## src/rtl/control_unit_pkg.sv

```systemverilog
// Shared decode definitions for the control unit: ALU opcodes, memory
// access size encodings, instruction classes and the control word layout.
package control_unit_pkg;

   // ALU operation codes
   localparam logic [3:0] OP_AND = 4'b0000;
   localparam logic [3:0] OP_SUB = 4'b0010;
   localparam logic [3:0] OP_ADD = 4'b0100;
   localparam logic [3:0] OP_TST = 4'b1000;
   localparam logic [3:0] OP_TEQ = 4'b1001;
   localparam logic [3:0] OP_CMP = 4'b1010;
   localparam logic [3:0] OP_CMN = 4'b1011;

   // Memory access sizes
   localparam logic [1:0] SZ_BYTE = 2'b00;
   localparam logic [1:0] SZ_HALF = 2'b01;
   localparam logic [1:0] SZ_WORD = 2'b10;

   typedef enum logic [2:0] {
      CL_NOP    = 3'd0,
      CL_DP     = 3'd1,
      CL_LDST   = 3'd2,
      CL_HALF   = 3'd3,
      CL_BRANCH = 3'd4
   } cu_class_e;

   // Control word, MSB first in the order the outputs are listed
   typedef struct packed {
      logic       se_id;
      logic       li_id;
      logic       rf_id;
      logic       b_id;
      logic       r_w;
      logic       b_l;
      logic [3:0] opcode;
      logic [1:0] size;
   } ctrl_t;

   localparam ctrl_t CTRL_NOP = '0;

   // Compare-class opcodes (TST..CMN) only set flags, never write a register
   function automatic logic is_compare(input logic [3:0] op);
      return (op[3:2] == 2'b10);
   endfunction

endpackage

```

## src/rtl/control_unit_if.sv

```systemverilog
// Instruction-in / control-out bundle of the control unit.
// master: instruction source and control consumer; slave: control_unit.
interface control_unit_if;
   logic [31:0] ir;
   logic        se_id;
   logic        li_id;
   logic        rf_id;
   logic        b_id;
   logic        r_w;
   logic        b_l;
   logic [3:0]  opcode;
   logic [1:0]  size;

   modport master (
      output ir,
      input  se_id, li_id, rf_id, b_id, r_w, b_l, opcode, size
   );

   modport slave (
      input  ir,
      output se_id, li_id, rf_id, b_id, r_w, b_l, opcode, size
   );
endinterface

```

## src/rtl/control_unit_decoder.sv

```systemverilog
// cu_decoder: purely combinational instruction decoder feeding the
// control_unit output register. Condition field ir[31:28] does not affect
// the decode. Macro CU_HALFWORD_EN enables halfword/signed load/store decode.
module cu_decoder
   import control_unit_pkg::*;
(
   input  logic [31:0] i_ir,
   output ctrl_t       o_ctrl
);

   cu_class_e w_class;

   // Classify the instruction word
   always_comb begin
      w_class = CL_NOP;
      if (i_ir == '0)
         w_class = CL_NOP;
`ifdef CU_HALFWORD_EN
      else if (i_ir[27:25] == 3'b000 && i_ir[7] && i_ir[4])
         w_class = CL_HALF;
`endif
      else if (i_ir[27:26] == 2'b00)
         w_class = CL_DP;
      else if (i_ir[27:26] == 2'b01)
         w_class = (i_ir[25] && i_ir[4]) ? CL_NOP : CL_LDST;
      else if (i_ir[27:25] == 3'b101)
         w_class = CL_BRANCH;
      else
         w_class = CL_NOP;
   end

   // Produce the control word for the selected class
   always_comb begin
      o_ctrl = CTRL_NOP;
      case (w_class)
         CL_DP: begin
            o_ctrl.opcode = i_ir[24:21];
            o_ctrl.se_id  = i_ir[20];
            o_ctrl.rf_id  = ~is_compare(i_ir[24:21]);
            o_ctrl.size   = SZ_WORD;
         end
         CL_LDST, CL_HALF: begin
            o_ctrl.opcode = i_ir[23] ? OP_ADD : OP_SUB;
            o_ctrl.li_id  = i_ir[20];
            o_ctrl.rf_id  = i_ir[20];
            o_ctrl.r_w    = ~i_ir[20];
            if (w_class == CL_HALF)
               o_ctrl.size = SZ_HALF;
            else
               o_ctrl.size = i_ir[22] ? SZ_BYTE : SZ_WORD;
         end
         CL_BRANCH: begin
            o_ctrl.b_id   = 1'b1;
            o_ctrl.b_l    = i_ir[24];
            o_ctrl.rf_id  = i_ir[24];
            o_ctrl.opcode = OP_ADD;
            o_ctrl.size   = SZ_WORD;
         end
         default: o_ctrl = CTRL_NOP;
      endcase
   end

endmodule

```

## src/rtl/control_unit.sv

```systemverilog
// control_unit: ID-stage control decode with registered outputs (one cycle
// latency, no combinational path from ir). Asynchronous active-low reset
// clears outputs to NOP. Macro CU_HALFWORD_EN enables halfword decode.
module control_unit
   import control_unit_pkg::*;
(
   input  logic           clk,
   input  logic           rst_n,
   control_unit_if.slave  bus
);

   ctrl_t w_ctrl;
   ctrl_t r_ctrl;

   cu_decoder u_decoder (
      .i_ir   (bus.ir),
      .o_ctrl (w_ctrl)
   );

   // Output register: captures the decoded word each cycle, cleared by reset
   always_ff @(posedge clk or negedge rst_n) begin
      if (!rst_n)
         r_ctrl <= CTRL_NOP;
      else
         r_ctrl <= w_ctrl;
   end

   assign bus.se_id  = r_ctrl.se_id;
   assign bus.li_id  = r_ctrl.li_id;
   assign bus.rf_id  = r_ctrl.rf_id;
   assign bus.b_id   = r_ctrl.b_id;
   assign bus.r_w    = r_ctrl.r_w;
   assign bus.b_l    = r_ctrl.b_l;
   assign bus.opcode = r_ctrl.opcode;
   assign bus.size   = r_ctrl.size;

endmodule

```

## src/flat_wrapper.sv

```systemverilog
// flat-port wrapper written by rule: the top's interface ports become plain ports
module control_unit_flat import control_unit_pkg::*;
  (clk, rst_n, bus_ir, bus_se_id, bus_li_id, bus_rf_id, bus_b_id, bus_r_w, bus_b_l, bus_opcode, bus_size);
  control_unit_if bus_i ();
  input  logic clk;
  input  logic rst_n;
  input wire logic [$bits(bus_i.ir)-1:0] bus_ir;
  output wire logic [$bits(bus_i.se_id)-1:0] bus_se_id;
  output wire logic [$bits(bus_i.li_id)-1:0] bus_li_id;
  output wire logic [$bits(bus_i.rf_id)-1:0] bus_rf_id;
  output wire logic [$bits(bus_i.b_id)-1:0] bus_b_id;
  output wire logic [$bits(bus_i.r_w)-1:0] bus_r_w;
  output wire logic [$bits(bus_i.b_l)-1:0] bus_b_l;
  output wire logic [$bits(bus_i.opcode)-1:0] bus_opcode;
  output wire logic [$bits(bus_i.size)-1:0] bus_size;
  assign bus_i.ir = bus_ir;
  assign bus_se_id = bus_i.se_id;
  assign bus_li_id = bus_i.li_id;
  assign bus_rf_id = bus_i.rf_id;
  assign bus_b_id = bus_i.b_id;
  assign bus_r_w = bus_i.r_w;
  assign bus_b_l = bus_i.b_l;
  assign bus_opcode = bus_i.opcode;
  assign bus_size = bus_i.size;
  control_unit u_core (.clk(clk), .rst_n(rst_n), .bus(bus_i));
endmodule
```

## config.mk

```make
export PLATFORM = sky130hd
export DESIGN_NAME = control_unit_flat
export DESIGN_NICKNAME = d
export VERILOG_FILES = /design/src/rtl/control_unit_pkg.sv /design/src/rtl/control_unit_if.sv /design/src/rtl/control_unit_decoder.sv /design/src/rtl/control_unit.sv /design/src/flat_wrapper.sv
export SDC_FILE = /design/constraint.sdc
export NUM_CORES = 1
export LEC_CHECK = 0
export CAP_MARGIN = 20
export CORE_MARGIN = 2
export CORE_UTILIZATION = 26
export CTS_CLUSTER_DIAMETER = 100
export DETAILED_ROUTE_END_ITERATION = 12
export GPL_ROUTABILITY_DRIVEN = 0
export GPL_TIMING_DRIVEN = 1
export PLACE_DENSITY = 0.74
export SYNTH_ARGS = -nofsm -noshare
export SYNTH_HDL_FRONTEND = slang
export SYNTH_SLANG_ARGS = --single-unit
```

## constraint.sdc

```tcl
create_clock -name clk -period 0.8 [get_ports clk]
set_clock_uncertainty 0.1 [all_clocks]
set_input_delay 0.24 -clock clk [delete_from_list [all_inputs] [get_ports clk]]
set_output_delay 0.24 -clock clk [all_outputs]
set_load 0.01 [all_outputs]
```

==> metrics.cfg <==
[run_status]
status=complete, but fails checks
violations=setup timing

[drt]
wl_per_cell_um=11.02
routed_wl_um=1432
firstDrtPassIters=4
dr_total_vias=561
remaining_drc_errors=0
via_per_inst=4.315
drtIter0Drc=3
final_antenna_net_count=0

[timing]
finalSetupViolCount=16
rsz0062_at_grt=true
fin_crit_sh=1.365
hold_violations=0
fin_crit_ps=1092
max_freq_ghz=0.9157
totalNegativeSetupSlack_ps=-4368
fin_ws_ps=-292.1
drv_slew=0

[global_route]
grt_pass1_vias=561
grt_overflow=0
track_usage=0.1401
antenna_found_initial=0
grt_max_degree=13
grt_pass1_wl_um=2242

[place]
dp_hpwl_um=1236
io_buffer_count=45
dp.cells=126
place_area_um2=1100

[worst_hold_path]
hold_depth=2
hold_path_class=in2reg
holdPathEnd=u_core.bus.opcode[0]
worst_hold_startpoint=bus_ir[21]

[floorplanning]
initial_core_util=0.2796
dieArea_um2=2239
die_height_um=47.32
ios=46
die_x_um=47.32
rows=15
coreArea_um2=1745

[setup_path]
cp_data_required_time_ps=460
cp_num_buf_inv=1
startpoint_type=flop
path_class=reg2out
path_cells=buf_6
cp_slowest_cell=dfrtp_1
critical-path-max-stage-delay_ps=370
critical_path_arrival_ps=750
worstSetupEndpointType=output pin
cp_top_family=flip-flops
crit_fanout=1

[job]
drv_cap=0

[yosys]
synth-seq-cells=12
ys_seq_area_frac=0.6154
avgSynthCellArea_um2=10.61
syn_nets=80
synthCells=46
yosysWarnings=0
synth_area_um2=488.0
synth.distinct_cells=15

[finish]
syn2layout_area_growth_pct=121.0
register_area_um2=300.3
utilization=0.6179
multi_input_area_um2=271.5
fillers=162
finalNetCount=140
insertedDiodeCount=0
final_area_um2=1079
drive_gt1_frac=0.6190
finalNonFillerCells=130

[cts]
cts_tree=done
root_buffer=clkbuf_4
htreeDepth=1
post_cts_buffers=0
cts_buffers=3
cts_hold_buf=0
cts_sinks=12
clock_path_buffers=2
path_clk_slew_ps=70

[power]
worst_ir_drop_vdd_mv=0.5196
p_total_mw=1.441
powerDensity_nw_per_um2=1336
power.leakage_nw=0.5319

-- synth_stat cells (all sizes together) --
cell type,number,area (um^2)
o21ai,4,23.77
dfrtp,12,300.3
nor2,7,26.28
a21oi,1,5.000
nand4,2,12.51
and2,1,6.260
nand2,3,11.26
inv,3,11.26
and3b,1,8.760
nand3b,2,15.01
o211ai,1,7.510
conb,1,3.750
nor4,8,56.30
-- sequential cells by signal (all words and copies together), names as in the netlist --
register,flops
u_core.bus.b_id,1
u_core.bus.b_l,1
u_core.bus.li_id,1
u_core.bus.opcode,4
u_core.bus.r_w,1
u_core.bus.rf_id,1
u_core.bus.se_id,1
u_core.bus.size,2
-- timing repair --
action | in CTS | in global routing
gates resized for setup | 166 | 18
setup endpoints to repair | 23 | 19
pin swaps | 16 | 10
-- per-layer routing --
| layer | track usage | wire [um] | up-vias |
|---|---|---|---|
| li1 | - | - | 281 |
| met1 | 0.1542 | 501 | 242 |
| met2 | 0.2703 | 771 | 36 |
| met3 | 0.01538 | 147 | 2 |
| met4 | 0.05000 | 12 | 0 |
| met5 | 0 | 0 | - |
-- cells in the final DEF, fill, tap and decap left out --
cell type,n
nor4_4,5
clkbuf_8,1
buf_6,14
clkbuf_4,3
clkdlybuf4s15_2,1
nor2_2,2
conb_1,1
buf_2,25
nand2_2,1
buf_12,1
clkdlybuf4s50_1,1
clkbuf_2,2
a21oi_1,1
buf_4,6
o211ai_1,1
clkdlybuf4s15_1,4
nor2_1,5
o21ai_1,3
inv_1,3
dfrtp_1,12
nor4_2,3
o21ai_2,1
nand4_1,2
nand2_1,2
nand3b_1,2
dlygate4sd2_1,1
and3b_1,1
and2_1,1
-- kinds of logic (layout without fill, tap and decap cells) --
kind of cell           Yosys count  count (layout)  synth area share
AO/OA/AOI/OAI                    6               6           0.07435
buffers and inverters            3              62           0.02308
flip-flops                      12              12            0.6154
other                            1               1          0.007685
AND/OR/NAND/NOR                 24              24            0.2795
-- layout make-up --
class                   count  area share
well taps                  25     0.02900
flip-flops and latches     12      0.2784
multi-input cells          31      0.2517
inverters                   3     0.01044
clock buffers               4     0.03364
repair buffers             55      0.3968
-- through the flow --
stage               hold WS [ps]  worst slack [ps]
floorplan                 -155.6            -323.1
detailed placement         472.5            -930.2
finish                     104.4            -292.1
CTS                        137.7            -301.4
global route               111.6            -356.9
global placement           478.3            -914.3
-- worst max path at each step --
stage | endpoint | depth (start not counted) | from
3_3_place_gp | u_core.bus.size[1] | 5 | bus_ir[22]
4_1_cts | bus_li_id | 1 | u_core.bus.li_id
5_1_grt | u_core.bus.size[1] | 5 | bus_ir[15]
6_report | bus_opcode[3] | 1 | u_core.bus.opcode[3]
2_1_floorplan | u_core.bus.size[1] | 4 | bus_ir[13]
3_5_place_dp | u_core.bus.size[1] | 5 | bus_ir[22]
-- report_power, final --
group / total (mW) / internal [mW] / switching, mW
logic: 0.348 / 0.199 / 0.149
registers: 0.646 / 0.638 / 0.00812
clock network: 0.447 / 0.276 / 0.171
Power figures use the tool's default switching activity.
